### config.mk
export PLATFORM = sky130hd
export DESIGN_NAME = tt_um_hoene_protocol_frame
export DESIGN_NICKNAME = d
export VERILOG_FILES = /design/src/rtl/tt_um_hoene_protocol_frame.sv
export SDC_FILE = /design/constraint.sdc
export NUM_CORES = 1
export LEC_CHECK = 0
export ABC_AREA = 0
export CAP_MARGIN = 40
export CORE_MARGIN = 1.5
export CORE_UTILIZATION = 56
export DETAILED_ROUTE_END_ITERATION = 16
export PLACE_DENSITY_LB_ADDON = 0.1
export SETUP_SLACK_MARGIN = 0.3
export SYNTH_ARGS = -nofsm -noshare
export SYNTH_HDL_FRONTEND = slang
export SYNTH_SLANG_ARGS = --single-unit
### constraint.sdc
create_clock -name clk -period 2.8 [get_ports clk]
set_input_delay 0.42 -clock clk [delete_from_list [all_inputs] [get_ports clk]]
set_output_delay 0.42 -clock clk [all_outputs]
set_load 0.05 [all_outputs]
### src/rtl/tt_um_hoene_protocol_frame.sv
// ============================================================================
// Module   : tt_um_hoene_protocol_frame
// Brief    : Serial frame decoder: length byte, payload bytes and XOR checksum.
// Revision : 1.0 - initial release
// ============================================================================
`default_nettype none
`timescale 1ns/1ps

module tt_um_hoene_protocol_frame #(
    parameter int MAX_LEN = 64
) (
    input  logic       clk,
    input  logic       rst_n,
    input  logic       in_insync,
    input  logic       in_data,
    input  logic       in_clk,
    output logic [7:0] byte_data,
    output logic       byte_valid,
    output logic [7:0] frame_len,
    output logic       frame_start,
    output logic       frame_end,
    output logic       frame_error,
    output logic       busy
);

    localparam logic [7:0] C_MAX_LEN = MAX_LEN[7:0];

    typedef enum logic [2:0] {
        S_IDLE    = 3'd0,
        S_LEN     = 3'd1,
        S_PAYLOAD = 3'd2,
        S_CHECK   = 3'd3,
        S_DONE    = 3'd4
    } state_t;

    state_t     r_state, w_state;
    logic [2:0] r_bit_cnt, w_bit_cnt;
    logic [7:0] r_byte_cnt, w_byte_cnt;
    // Only the low seven bits of the shift register ever feed a completed byte.
    logic [6:0] r_shift, w_shift;
    logic [7:0] r_xor, w_xor;
    logic       r_armed, w_armed;
    logic [7:0] r_byte_data, w_byte_data;
    logic [7:0] r_frame_len, w_frame_len;
    logic       r_byte_valid, w_byte_valid;
    logic       r_frame_start, w_frame_start;
    logic       r_frame_end, w_frame_end;
    logic       r_frame_error, w_frame_error;
    logic       r_busy, w_busy;

    logic [7:0] w_byte;
    logic       w_last_bit;
    logic       w_in_frame;

    assign w_byte     = {r_shift, in_data};
    assign w_last_bit = (r_bit_cnt == 3'd7);
    assign w_in_frame = (r_state == S_LEN) || (r_state == S_PAYLOAD) || (r_state == S_CHECK);

    always_ff @(posedge clk) begin
        if (!rst_n) begin
            r_state       <= S_IDLE;
            r_bit_cnt     <= 3'd0;
            r_byte_cnt    <= 8'd0;
            r_shift       <= 7'd0;
            r_xor         <= 8'd0;
            r_armed       <= 1'b0;
            r_byte_data   <= 8'd0;
            r_frame_len   <= 8'd0;
            r_byte_valid  <= 1'b0;
            r_frame_start <= 1'b0;
            r_frame_end   <= 1'b0;
            r_frame_error <= 1'b0;
            r_busy        <= 1'b0;
        end else begin
            r_state       <= w_state;
            r_bit_cnt     <= w_bit_cnt;
            r_byte_cnt    <= w_byte_cnt;
            r_shift       <= w_shift;
            r_xor         <= w_xor;
            r_armed       <= w_armed;
            r_byte_data   <= w_byte_data;
            r_frame_len   <= w_frame_len;
            r_byte_valid  <= w_byte_valid;
            r_frame_start <= w_frame_start;
            r_frame_end   <= w_frame_end;
            r_frame_error <= w_frame_error;
            r_busy        <= w_busy;
        end
    end

    always_comb begin
        w_state       = r_state;
        w_bit_cnt     = r_bit_cnt;
        w_byte_cnt    = r_byte_cnt;
        w_shift       = r_shift;
        w_xor         = r_xor;
        w_armed       = r_armed;
        w_byte_data   = r_byte_data;
        w_frame_len   = r_frame_len;
        w_byte_valid  = 1'b0;
        w_frame_start = 1'b0;
        w_frame_end   = 1'b0;
        w_frame_error = 1'b0;

        if (!in_insync) begin
            // A low sync flag also arms IDLE, so a frame always needs a fresh sync rise.
            w_state       = S_IDLE;
            w_bit_cnt     = 3'd0;
            w_armed       = 1'b1;
            w_frame_error = w_in_frame;
        end else if (in_clk) begin
            case (r_state)
                S_IDLE: begin
                    if (r_armed) begin
                        w_state = S_LEN;
                        w_armed = 1'b0;
                    end
                end
                S_LEN, S_PAYLOAD, S_CHECK: begin
                    w_shift   = w_byte[6:0];
                    w_bit_cnt = r_bit_cnt + 3'd1;
                    if (w_last_bit) begin
                        if (r_state == S_LEN) begin
                            if ((w_byte == 8'd0) || (w_byte > C_MAX_LEN)) begin
                                w_frame_error = 1'b1;
                                w_state       = S_DONE;
                            end else begin
                                w_frame_len   = w_byte;
                                w_frame_start = 1'b1;
                                w_byte_cnt    = w_byte;
                                w_xor         = 8'd0;
                                w_state       = S_PAYLOAD;
                            end
                        end else if (r_state == S_PAYLOAD) begin
                            w_byte_data  = w_byte;
                            w_byte_valid = 1'b1;
                            w_xor        = r_xor ^ w_byte;
                            w_byte_cnt   = r_byte_cnt - 8'd1;
                            if (r_byte_cnt == 8'd1) begin
                                w_state = S_CHECK;
                            end
                        end else begin
                            w_frame_end   = (w_byte == r_xor);
                            w_frame_error = (w_byte != r_xor);
                            w_state       = S_DONE;
                        end
                    end
                end
                default: begin
                end
            endcase
        end

        w_busy = (w_state == S_LEN) || (w_state == S_PAYLOAD) || (w_state == S_CHECK);
    end

    assign byte_data   = r_byte_data;
    assign byte_valid  = r_byte_valid;
    assign frame_len   = r_frame_len;
    assign frame_start = r_frame_start;
    assign frame_end   = r_frame_end;
    assign frame_error = r_frame_error;
    assign busy        = r_busy;

endmodule

`default_nettype wire

After elaboration in Yosys (flattened, before gate mapping)
Cells that the tools add are included.

Bitwise gates (word level): 8. Muxes and demuxes: 27. Reduce and logical (&&, ||, !) cells: 19. Magnitude comparators: 1. Add/sub/neg operators: 2. Equal/unequal tests: 13.

Operators with widths (number): 8-bit two-way mux (6); 3-bit two-way mux (8); 6-bit AND reduction (4); 3-bit by 2-bit equality test with 1-bit output, second input constant (4); 1-bit two-way mux (12); 8-bit by 1-bit equality test with 1-bit output, second input constant (1); 8-bit equality test (1); 8-bit by 7-bit greater-than comparator with 1-bit output, second input constant (1); 8-bit logical NOT (1); 8-bit inequality test (1); 8-bit by 1-bit subtractor with 8-bit output, second input constant (1); 8-bit bitwise XOR (1); 1-bit NOT (7); 7-bit OR reduction (1); 3-bit by 1-bit equality test with 1-bit output, second input constant (2); 3-bit one-hot mux with 2 select lines (1); 2-bit AND reduction (3); 6-bit OR reduction (1); 1-bit logical OR (5); 2-bit by 1-bit inequality test with 1-bit output, second input constant (2); 3-bit by 1-bit adder with 3-bit output, second input constant (1); 3-bit equality test, second input constant (1); 3-bit logical NOT (1); 3-bit AND reduction (1); 3 further kinds (3).

Flip-flop bits (word level): 51. Input bits: 5.

Longest topological paths before layout
Word-level depth: 11. Depth in mapped cells: 9. Gate-level depth less buffers: 7.

Worst setup path after synthesis
Ideal clock, no wire load.

Kind: reg-to-reg. Start point: register r_state[0]. End point: register r_byte_cnt[2]. Period minus slack after synthesis: 2.197 ns. Data arrival time: 2.082 ns. Setup slack: 0.603 ns. Cell stages (with the launch flop): 10. Cells stage by stage: dfxtp_1 or3b_1 buf_2 a2111oi_4 nor3_2 or2_1 buf_6 buf_6 o211ai_2 nand2_1.

Word-level cells in the longest chain between the ends: 3.

RTL lines: from (decl) (line 36) `state_t r_state, w_state;`; from (signal assigned) (line 75) `r_state <= w_state;`; 3-bit by 1-bit equality test with 1-bit output (tied with other cells) (line 112, 123); 2-bit inequality test (no line) (tied with other cells); 6-bit AND reduction (no line); to (signal assigned) (line 77) `r_byte_cnt <= w_byte_cnt;`; to (decl) (line 38) `logic [7:0] r_byte_cnt, w_byte_cnt;`.

Several ways; a longest one is shown, not always the timed one. A chain may end at the register's enable or synchronous reset.

Worst setup path in the final report
Start point: register r_state[0]. End point: register r_xor[7].

Word-level cells in the longest chain between the ends: 3.

RTL lines: 3-bit by 1-bit equality test with 1-bit output (tied with other cells) (line 112, 123); 2-bit inequality test (no line) (tied with other cells); 6-bit AND reduction (no line); to (signal assigned) (line 79) `r_xor <= w_xor;`; to (decl) (line 41) `logic [7:0] r_xor, w_xor;`.

Several ways; a longest one is shown, not always the timed one.

==> run metrics <==
Die Span X=69.4 um; CORE AREA=0.00412 mm2; maximum operating frequency=421 MHz; Core Util, Final=0.699; WHS Path Cells=2; syn_nets=301; layout cells sized above 1=0.127; mux contribution to synthesized area=0.0405; Max Cap Viol=0; Starting Density=0.600; Post-Synthesis Cells=292; Psw=0.277 mW; Yosys top cell area share=0.413; synthesis-stage register bit count=51; CTS buffer count=5; remaining antenna violation count=0; final clock skew=0.00535 ns; routed len/inst=15.4 um; Synth area leader=dfxtp_1; Cell Rows=23; hold_buf cts=0; FF-to-FF Start=r_state[0]; Final Cycle Share=0.848; clock group share of total power=0.369; synth cell count leaders=51 x dfxtp_1, 38 x nand2_1, 29 x nand3_1; register area=0.00102 mm2; synth-to-layout area growth=16.5%; XOR/XNOR Fraction of Synth Area=0.00354; ranking of synthesized cells by area=dfxtp_1 41%, nand3_1 5.9%, nand2_1 5.8%; post-layout instance area=0.00288 mm2; Die Y=69.4 um; DRT iter0 DRCs=186; largest family of logic cells by synthesized area=simple AND/OR/NAND/NOR gates; Port Buffers=25; clock slew at reported path FFs=0.09 ns; Comb pwr share=0.049; Worst Path Required=3.00 ns; Synth Area in Simple Gates=0.290; pwr/cell area=435 mW/mm2; most common flop cell mapped by yosys=dfxtp_1; DIE AREA=0.00482 mm2; global-route wire length before repair=9290 um; Worst Setup Start Kind=flip-flop; Seq pwr share=0.582; data arrival time of the critical path=2.58 ns; hold crit path type=flip-flop to flip-flop; Critical R2R Capture=r_xor[7]; H-tree depth=2; Synth Area in Compound Gates=0.184; Avg Cell Area, Syn=8.46 um2; final wirelength=5630 um; nature of the critical path endpoint=flip-flop; post-synthesis adder-cell area fraction=0.0203; nets=323; min Tclk post-route=2.38 ns; Warnings, synthesis=0; antenna cells=0; Async S/R FF share, synth=0; P_leak=1.07 nW; Crit Path Max Fanout=11; Worst Min Path Start=frame_len[7]; Final HPWL DP=3890 um; Worst-Margin Slew=0.510 ns; synth unique cells=43; CTS tree=done; top-count cell post-synth=dfxtp_1; Tot Pwr=1.25 mW; unrepaired setup endpoints after global routing=no; clk root buf=clkbuf_8; Placed Area=0.00277 mm2; Slew HR=0.658; vias per inst=5.72; Worst VDD drop=0.000260 V; routed via count=2087; r2r setup slk=0.42 ns; hold violation count in the final report=0; total global-route track usage=0.237; GPL Wtd Cong=0.847; Overflow after GRT=0; multi-input logic area=0.00134 mm2; initial antenna violation count=0; Final Max Tran Viols=0; clk buf depth=2; setup TNS=0 ns; Top Ports=26; number of global-route vias before repair=2012; post-synthesis sequential area ratio=0.413; internal power=0.975 mW; Sw Share=0.222; drt first pass iters=4; CTS sink cnt=51; Mapped Area=0.00247 mm2; largest net degree at the start of global routing=29; R2R depth=7; status=completed; Worst-Skew Late Latency=0.30 ns; DRC=0; critical path type=flip-flop to flip-flop; number of synthesized flops with an enable pin=0; post-CTS setup buffers=0; Setup Viol. Count Final=0; Hold EP=frame_len[7]; Fill cells=347
## sequential cells by signal, summed over array words and instances, names as in the netlist
register	count
busy	1
r_bit_cnt	3
byte_data	8
r_byte_cnt	8
r_armed	1
frame_start	1
byte_valid	1
r_shift	7
frame_error	1
r_state	3
frame_len	8
r_xor	8
frame_end	1
## repair_timing
action	4_1_cts	5_1_grt
setup endpoints to repair	0	13
resized for setup	0	2
hold endpoints to repair	0	0
## worst max-delay path: stages, from the launching register on
cell and delay (ns):
dfxtp_1 0.44, or3b_4 0.47, a2111oi_4 0.41, nor3_2 0.16, or2_1 0.31, buf_4 0.22, o211ai_2 0.18, nand2_1 0.08
## cell type report
class                           count  area share
Sequential cell                    51       0.355
Multi-Input combinational cell    214       0.464
Clock inverter                      1     0.00261
Timing Repair Buffer               37       0.117
Inverter                            5     0.00652
Clock buffer                        7      0.0335
Tap cell                           50      0.0217
## power groups by stage
stage / logic (mW) / registers, mW / clock network [mW]
detailed placement: 0.0606 / 0.745 / 0
finish: 0.0613 / 0.728 / 0.463
global placement: 0.0601 / 0.745 / 0
global route: 0.0669 / 0.729 / 0.501
floorplan: 0.0381 / 0.747 / 0
CTS: 0.0607 / 0.728 / 0.472
## kinds of logic after synthesis
kind of cell | count (synthesis)
AND/OR/NAND/NOR | 141
AO/OA/AOI/OAI | 58
flip-flops | 51
buffers and inverters | 27
multiplexers | 10
adder cells (fa/ha/maj) | 4
XOR/XNOR | 1
## cells in the final DEF, fill, tap and decap left out, types with 2 or more instances in the layout
cell type,count
nand3_1,29
dfxtp_1,51
mux2i_1,10
o211ai_2,9
and2_1,2
ha_1,4
o21ai_0,11
buf_4,12
a21boi_0,10
clkdlybuf4s50_1,24
a31o_2,3
nand4_1,2
nor2b_1,22
inv_1,5
o31ai_1,3
o41ai_1,2
o21ai_1,2
nand2_1,38
clkbuf_8,7
a21oi_1,10
a22o_1,2
nor4_1,5
nor2_1,26
nor2_4,2
a2111oi_0,2
nor3_1,3
nor3b_1,2
## metrics by stage
step	std cells	hold slack (ns)	setup WS, ns
finish	365	0.434	0.424
global route	365	0.462	0.283
CTS	365	0.437	0.393
detailed placement	357	0.424	0.204
global placement	357	0.417	0.298
floorplan	292	0.452	0.603
## worst max-delay path by stage
stage / end / from / depth (start not counted) / slack [ns]
2_1_floorplan: r_byte_cnt[2] / r_state[0] / 9 / 0.60
3_3_place_gp: r_xor[7] / in_data / 9 / 0.30
3_5_place_dp: r_xor[7] / in_data / 9 / 0.20
4_1_cts: r_xor[7] / r_state[0] / 7 / 0.39
5_1_grt: r_byte_cnt[3] / in_data / 9 / 0.28
6_report: r_xor[7] / r_state[0] / 7 / 0.42
## per-layer routing
| metal | wire length (um) | vias to the layer above | track usage |
|---|---|---|---|
| li1 | - | 1063 | - |
| met1 | 2650 | 981 | 0.296 |
| met2 | 2740 | 35 | 0.406 |
| met3 | 175 | 8 | 0.0523 |
| met4 | 68 | 0 | 0.0784 |
| met5 | 0 | - | 0 |
(Power assumes the default switching activity.)
